**src/rtl/fetch_controller_if.sv**
```systemverilog
// Fetch controller bus bundle: instruction-memory request/response plus the
// decode handshake and redirect inputs. The controller uses the master modport,
// and the memory/decode environment uses the slave modport.
interface fetch_controller_if;
  logic        mem_req;
  logic [31:0] mem_addr;
  logic [31:0] mem_rdata;
  logic        mem_ack;
  logic [31:0] instr;
  logic        instr_valid;
  logic        instr_ready;
  logic [31:0] pc_out;
  logic        redirect;
  logic [31:0] redirect_pc;
  logic        halted;

  modport master (
    output mem_req,
    output mem_addr,
    input  mem_rdata,
    input  mem_ack,
    output instr,
    output instr_valid,
    input  instr_ready,
    output pc_out,
    input  redirect,
    input  redirect_pc,
    output halted
  );

  modport slave (
    input  mem_req,
    input  mem_addr,
    output mem_rdata,
    output mem_ack,
    input  instr,
    input  instr_valid,
    output instr_ready,
    input  pc_out,
    output redirect,
    output redirect_pc,
    input  halted
  );
endinterface

```
**src/rtl/fetch_controller.sv**
```systemverilog
// Instruction fetch controller.
// The controller requests one word at the current pc and waits for the memory
// ack. It then holds the fetched word for decode until decode accepts it, and
// after that it advances pc by 4. A redirect overrides everything. It reloads pc
// with the word-aligned target and drops any in-flight response or held word.
// Optional feature: define FETCH_ZERO_HALT_EN so that accepting an all-zero
// instruction word parks the controller in HALT until a redirect arrives.
module fetch_controller #(
  parameter logic [31:0] RESET_PC = 32'h0000_0000
) (
  input logic                clk,
  input logic                rst,
  fetch_controller_if.master bus
);

  typedef enum logic [1:0] {
    StIdle,
    StReq,
    StHold,
    StHalt
  } state_e;

  state_e      state_q, state_d;
  logic [31:0] pc_q, pc_d;
  logic [31:0] instr_q, instr_d;
  logic [31:0] pc_out_q, pc_out_d;
  logic [31:0] pc_inc;

  // pc + 4 wraps naturally modulo 2^32.
  assign pc_inc = pc_q + 32'd4;

  // Next-state and datapath update. Redirect is applied last so that it wins.
  always_comb begin
    state_d  = state_q;
    pc_d     = pc_q;
    instr_d  = instr_q;
    pc_out_d = pc_out_q;

    unique case (state_q)
      StIdle: begin
        state_d = StReq;
      end
      StReq: begin
        if (bus.mem_ack) begin
          instr_d  = bus.mem_rdata;
          pc_out_d = pc_q;
          state_d  = StHold;
        end
      end
      StHold: begin
        if (bus.instr_ready) begin
`ifdef FETCH_ZERO_HALT_EN
          if (instr_q == 32'h0000_0000) begin
            state_d = StHalt;
          end else begin
            pc_d    = pc_inc;
            state_d = StReq;
          end
`else
          pc_d    = pc_inc;
          state_d = StReq;
`endif
        end
      end
      StHalt: begin
        state_d = StHalt;
      end
      default: begin
        state_d = StIdle;
      end
    endcase

    // A response or handshake in the same cycle as a redirect is discarded.
    if (bus.redirect) begin
      pc_d     = {bus.redirect_pc[31:2], 2'b00};
      instr_d  = instr_q;
      pc_out_d = pc_out_q;
      state_d  = StReq;
    end
  end

  // State and datapath registers with an asynchronous reset.
  always_ff @(posedge clk or posedge rst) begin
    if (rst) begin
      state_q  <= StIdle;
      pc_q     <= RESET_PC;
      instr_q  <= 32'h0000_0000;
      pc_out_q <= RESET_PC;
    end else begin
      state_q  <= state_d;
      pc_q     <= pc_d;
      instr_q  <= instr_d;
      pc_out_q <= pc_out_d;
    end
  end

  assign bus.mem_req     = (state_q == StReq);
  assign bus.mem_addr    = pc_q;
  assign bus.instr       = instr_q;
  assign bus.instr_valid = (state_q == StHold);
  assign bus.pc_out      = pc_out_q;
`ifdef FETCH_ZERO_HALT_EN
  assign bus.halted      = (state_q == StHalt);
`else
  assign bus.halted      = 1'b0;
`endif

endmodule

```
**src/flat_wrapper.sv**
```systemverilog
// flat-port wrapper written by rule: the top's interface ports become plain ports
module fetch_controller_flat 
#(
  parameter logic [31:0] RESET_PC = 32'h0000_0000
)
  (clk, rst, bus_mem_req, bus_mem_addr, bus_mem_rdata, bus_mem_ack, bus_instr, bus_instr_valid, bus_instr_ready, bus_pc_out, bus_redirect, bus_redirect_pc, bus_halted);
  fetch_controller_if bus_i ();
  input logic clk;
  input logic rst;
  output wire logic [$bits(bus_i.mem_req)-1:0] bus_mem_req;
  output wire logic [$bits(bus_i.mem_addr)-1:0] bus_mem_addr;
  input wire logic [$bits(bus_i.mem_rdata)-1:0] bus_mem_rdata;
  input wire logic [$bits(bus_i.mem_ack)-1:0] bus_mem_ack;
  output wire logic [$bits(bus_i.instr)-1:0] bus_instr;
  output wire logic [$bits(bus_i.instr_valid)-1:0] bus_instr_valid;
  input wire logic [$bits(bus_i.instr_ready)-1:0] bus_instr_ready;
  output wire logic [$bits(bus_i.pc_out)-1:0] bus_pc_out;
  input wire logic [$bits(bus_i.redirect)-1:0] bus_redirect;
  input wire logic [$bits(bus_i.redirect_pc)-1:0] bus_redirect_pc;
  output wire logic [$bits(bus_i.halted)-1:0] bus_halted;
  assign bus_mem_req = bus_i.mem_req;
  assign bus_mem_addr = bus_i.mem_addr;
  assign bus_i.mem_rdata = bus_mem_rdata;
  assign bus_i.mem_ack = bus_mem_ack;
  assign bus_instr = bus_i.instr;
  assign bus_instr_valid = bus_i.instr_valid;
  assign bus_i.instr_ready = bus_instr_ready;
  assign bus_pc_out = bus_i.pc_out;
  assign bus_i.redirect = bus_redirect;
  assign bus_i.redirect_pc = bus_redirect_pc;
  assign bus_halted = bus_i.halted;
  fetch_controller #(.RESET_PC(RESET_PC)) u_core (.clk(clk), .rst(rst), .bus(bus_i));
endmodule
```
**config.mk**
```make
export PLATFORM = sky130hd
export DESIGN_NAME = fetch_controller_flat
export DESIGN_NICKNAME = d
export VERILOG_FILES = /design/src/rtl/fetch_controller_if.sv /design/src/rtl/fetch_controller.sv /design/src/flat_wrapper.sv
export SDC_FILE = /design/constraint.sdc
export NUM_CORES = 1
export LEC_CHECK = 0
export ABC_AREA = 1
export BUFFER_PORTS_ARGS = -buffer_cell sky130_fd_sc_hd__clkbuf_2
export CAP_MARGIN = 0
export CORE_MARGIN = 4
export CORE_UTILIZATION = 43
export CTS_CLUSTER_DIAMETER = 200
export DETAILED_ROUTE_END_ITERATION = 7
export PLACE_DENSITY = 0.75
export SLEW_MARGIN = 25
export SYNTH_ARGS = -nofsm -noshare
export SYNTH_HDL_FRONTEND = slang
export SYNTH_SLANG_ARGS = --single-unit
```
**constraint.sdc**
```tcl
create_clock -name clk -period 3.1 [get_ports clk]
set_input_delay 0.62 -clock clk [delete_from_list [all_inputs] [get_ports clk]]
set_output_delay 0.62 -clock clk [all_outputs]
set_load 0.03 [all_outputs]
```
## Yosys cells after proc, flatten, opt, wreduce, memory -nomap -nowiden

Index checks and enable logic that the tools add are counted.
Widths: inputs -> output; s select.

| word-level totals | value |
|---|---|
| register bits after elaboration | 98 |
| input bits | 69 |
| output and inout bits | 99 |
| word-level logic and storage cells | 24 |

| cells by class | value |
|---|---|
| $add $sub $neg | 1 |
| eq/ne operators | 5 |
| multiplexer cells | 7 |
| bitwise operators | 1 |
| reductions and logical operators | 6 |

Operators with widths:

| kind | count |
|---|---|
| $mux 32 | 3 |
| $add 32x3->32 const B | 1 |
| $pmux 2 s4 | 1 |
| $mux 2 | 3 |
| $ne 3x1->1 const B | 2 |
| $eq 2x2->1 const B | 2 |
| $reduce_and 2->1 | 2 |
| $reduce_bool 2->1 | 2 |
| $reduce_and 3->1 | 1 |
| $eq 2x1->1 const B | 1 |
| $logic_not 2->1 | 1 |
| $not 1->1 | 1 |

## Longest topological paths before layout

| logic depth | value |
|---|---|
| depth in word-level cells | 4 |
| mapped depth | 10 |

## Worst setup path before layout

No wires, ideal clock.

| path | value |
|---|---|
| path kind | flip-flop to flip-flop |
| start point | reg u_core.pc_q[2] (netlist: u_core.bus.mem_addr[2]) |
| end point | reg u_core.pc_q[26] (netlist: u_core.bus.mem_addr[26]) |
| setup time | 0.117 ns |
| arrival time | 1.559 ns |
| data required time | 2.983 ns |
| slack | 1.424 ns |
| cell stages (with the launch flop) | 11 |
| clock period less this slack | 1.676 ns |
| cells stage by stage | dfrtp_1 ha_1 nand2_1 nor2_2 nand2_2 nor2_4 nand2_1 nand2_1 nand3_1 nand2_1 nand2_1 |

| on the way | value |
|---|---|
| longest elaborated chain between the ends | 4 |

Ends and longest elaborated chain:

| item | line | text |
|---|---|---|
| from (decl) | fetch_controller.sv:24 | `logic [31:0] pc_q, pc_d;` |
| from (signal assigned) | fetch_controller.sv:91 | `pc_q <= pc_d;` |
| $add 32x3->32 | fetch_controller.sv:30 | `assign pc_inc = pc_q + 32'd4;` |
| $mux 32 | fetch_controller.sv:51 | `if (bus.instr_ready) begin` |
| $mux 32 | fetch_controller.sv:39 | `unique case (state_q)` |
| $mux 32 | fetch_controller.sv:74 | `if (bus.redirect) begin` |

Every way passes these cells. The select of a mux whose other input is x is not followed.
A chain may end at the register's enable or synchronous reset.

## Worst setup path in the final report

| path | value |
|---|---|
| start point | in bus_redirect |
| end point | reg u_core.instr_q[11] (netlist: u_core.bus.instr[11]) |

| on the way | value |
|---|---|
| longest elaborated chain between the ends | 2 |

Ends and longest elaborated chain:

| item | line | text |
|---|---|---|
| from (decl) | flat_wrapper.sv:18 | `input wire logic [$bits(bus_i.redirect)-1:0] bus_redirect;` |
| $not 1->1 (no line) | - |  |
| $reduce_and 3->1 (no line) | - |  |
| to (signal assigned) | fetch_controller.sv:92 | `instr_q <= instr_d;` |
| to (decl) | fetch_controller.sv:25 | `logic [31:0] instr_q, instr_d;` |

Every way passes these cells.

==> impl_metrics.tcl <==
set metrics [dict create \
    final_common_cell "nand2_1" \
    fin_nets 760 \
    critPathLaunchType "input pin" \
    hold_class "input pin to async pin" \
    max_cap_viol_count 0 \
    synth_seq_cells 94 \
    ys_types 32 \
    grt_setup_unrepaired "no" \
    placedCellCount 819 \
    seq_area_frac_synth 0.4942 \
    syn_inst 533 \
    areaGrowthSynthToFinish_pct 24.11 \
    ios 168 \
    start_util 0.4391 \
    yosys.area.top_type "dfrtp_1" \
    status "complete, no violations" \
    wl_per_cell_um 15.84 \
    fillers 965 \
    slew_violations 0 \
    crit_type "input pin to flop" \
    worstPathArrival_ns 2.29 \
    power_density_nw_per_um2 720.9 \
    grt_use_total 0.2059 \
    grt_antenna_before_repair 0 \
    drt_iter0_drc 354 \
    syn-mean-instance-area_um2 8.930 \
    cts.path.max_buffers 2 \
    final_cell_mix "nand2_1 (167), clkbuf_2 (160), dfrtp_1 (94)" \
    grt_max_degree 56 \
    clock-root-buffer "clkbuf_8" \
    cts_max_level 3 \
    grt_overflow 0 \
    synth_top_area_share 0.4942 \
    core.rowCount 38 \
    rr_worst_depth 10 \
    cp.required_ns 3.35 \
    postLayoutCoreUtil 0.5449 \
    gp_congestion 0.9157 \
    path_clk_slew_ns 0.08 \
    ys_warn_count 0 \
    num_antenna_cells 0 \
    die_x_um 113.2 \
    drc 0 \
    finalClockSkew_ns 0.01394 \
    place_hpwl_mm 9.847 \
    worst_ir_drop_vdd_v 0.0004217 \
    grt_pass1_wl_mm 21.03 \
    clkSinkCount 94 \
    drive_gt1_frac 0.3391 \
    fin_crit_sh 0.6584 \
    fp.dieH_um 113.2 \
    drtAntennaViolNets 0 \
    numCtsBuffers 9 \
    cp-end-kind "flop" \
    setup_tns_ns 0 \
    slew_headroom 0.5415 \
    instances_no_fill 833 \
    die_area_um2 12820 \
    firstDrtPassIters 6 \
    holdBufCountCts 0 \
    viasPerCell 4.993 \
    cts.repair.resized 0 \
    clock.fmax_mhz 489.9 \
    p_leak_nw 3.131 \
    vias 4159 \
    hold_viol_final 0 \
    grt_pass1_vias 4214 \
    post_cts_buffers 0 \
    drt-total-wl_mm 13.20 \
    path_max_fanout 34 \
    portBuffers 160 \
    core_area_um2 10840 \
    synth_area_um2 4760 \
    synth.area.top_cells "dfrtp_1 (49%), nand2_1 (13%), mux2_4 (11%)" \
    setup_viol 0 \
    cts_tree "yes" \
    period_needed_ns 2.041 \
    worst_slew_pin_slew_ns 0.6869 \
    clkLatencyLatePin_ns 0.37 \
]
==> per-layer routing <==
metal / vias to the layer above / routed length (um) / share of wire / global-route usage
li1: 2016 / - / - / -
met1: 1913 / 5808 / 0.44 / 0.2701
met2: 201 / 5882 / 0.45 / 0.3246
met3: 29 / 1176 / 0.089 / 0.06096
met4: 0 / 331 / 0.025 / 0.07452
met5: - / 0 / 0 / 0
==> per-stage QoR <==
stage | worst slack, ns | cell area (um2) | hold WS (ns) | total power [W]
5_1_grt | 0.9548 | 5907 | 0.3571 | 0.004471
4_1_cts | 1.068 | 5907 | 0.3179 | 0.004291
3_3_place_gp | 0.7284 | 5649 | 0.4681 | 0.003205
3_5_place_dp | 0.6807 | 5649 | 0.4758 | 0.003239
6_report | 1.059 | 5907 | 0.3191 | 0.004259
2_1_floorplan | 0.03133 | 4775 | 0.6189 | 0.002755
==> cells in the mapped netlist <==
library cell and count:
mux2_4 35, nor2_4 5, xor2_1 5, nand2_4 1
nand3_1 35, buf_4 7, o21bai_1 2, o21ai_1 1
a31oi_1 1, nor2_2 7, clkbuf_1 6, buf_2 3
xnor2_1 1, o211ai_1 6, dfrtp_1 94, inv_1 44
inv_2 4, nand2_1 167, nor3_1 3, a21oi_1 1
nand4_1 3, nand2_2 2, and2_1 2, inv_4 1
conb_1 1, o221ai_1 3, buf_6 6, o21ai_0 43
nor2_1 41, nand3_4 1, ha_1 1, o31ai_1 1
==> cell families (layout without fill, tap and decap cells) <==
| logic type | Yosys count | count (layout) | synth area share |
|---|---|---|---|
| multiplexers | 35 | 35 | 0.1104 |
| other | 1 | 5 | 0.0007879 |
| AO/OA/AOI/OAI | 58 | 58 | 0.06835 |
| adder cells (fa/ha/maj) | 1 | 1 | 0.002628 |
| AND/OR/NAND/NOR | 267 | 267 | 0.2403 |
| XOR/XNOR | 6 | 6 | 0.01104 |
| buffers and inverters | 71 | 227 | 0.07229 |
| flip-flops | 94 | 94 | 0.4942 |
==> critical path, cell delays in order <==
cell and delay [ns]:
clkbuf_2 0.27, inv_2 0.34, nand3_4 0.36, buf_4 0.36, mux2_4 0.32
==> worst paths after layout <==
kind,endpoint,slack [ns],start
worst max-delay path,u_core.bus.instr[11]$_DFFE_PP0P_,1.06,bus_redirect
worst min-delay path,u_core.bus.instr[11]$_DFFE_PP0P_,0.32,rst
worst max register to register,u_core.bus.mem_addr[24]$_DFFE_PP0P_,1.27,u_core.bus.mem_addr[2]$_DFFE_PP0P_
worst min register to register,u_core.bus.pc_out[7]$_DFFE_PP0P_,0.49,u_core.bus.pc_out[7]$_DFFE_PP0P_
max in group asynchronous,u_core.bus.pc_out[12]$_DFFE_PP0P_,2.04,rst
min in group clk,u_core.bus.mem_addr[23]$_DFFE_PP0P_,0.48,bus_redirect_pc[23]
==> layout make-up <==
type                    instances  area, um2  area share
flip-flops and latches         94       2352      0.3982
clock inverters                 4      120.1     0.02033
clock buffers                  10      137.6     0.02330
repair buffers                164      855.8      0.1449
inverters                      49      187.7     0.03177
well taps                     140      175.2     0.02965
multi-input cells             372       2078      0.3518
==> sequential cells by signal, indices dropped and copies added (netlist names) <==
register             cells
u_core.bus.mem_addr     30
u_core.bus.pc_out       30
u_core.bus.instr        32
u_core.state_q           2
==> where the power goes <==
part / internal [W] / switching, W
combinational: 0.000507 / 0.000996
clock: 0.000631 / 0.000415
sequential: 0.00150 / 0.000207
Power figures use the tool's default switching activity.
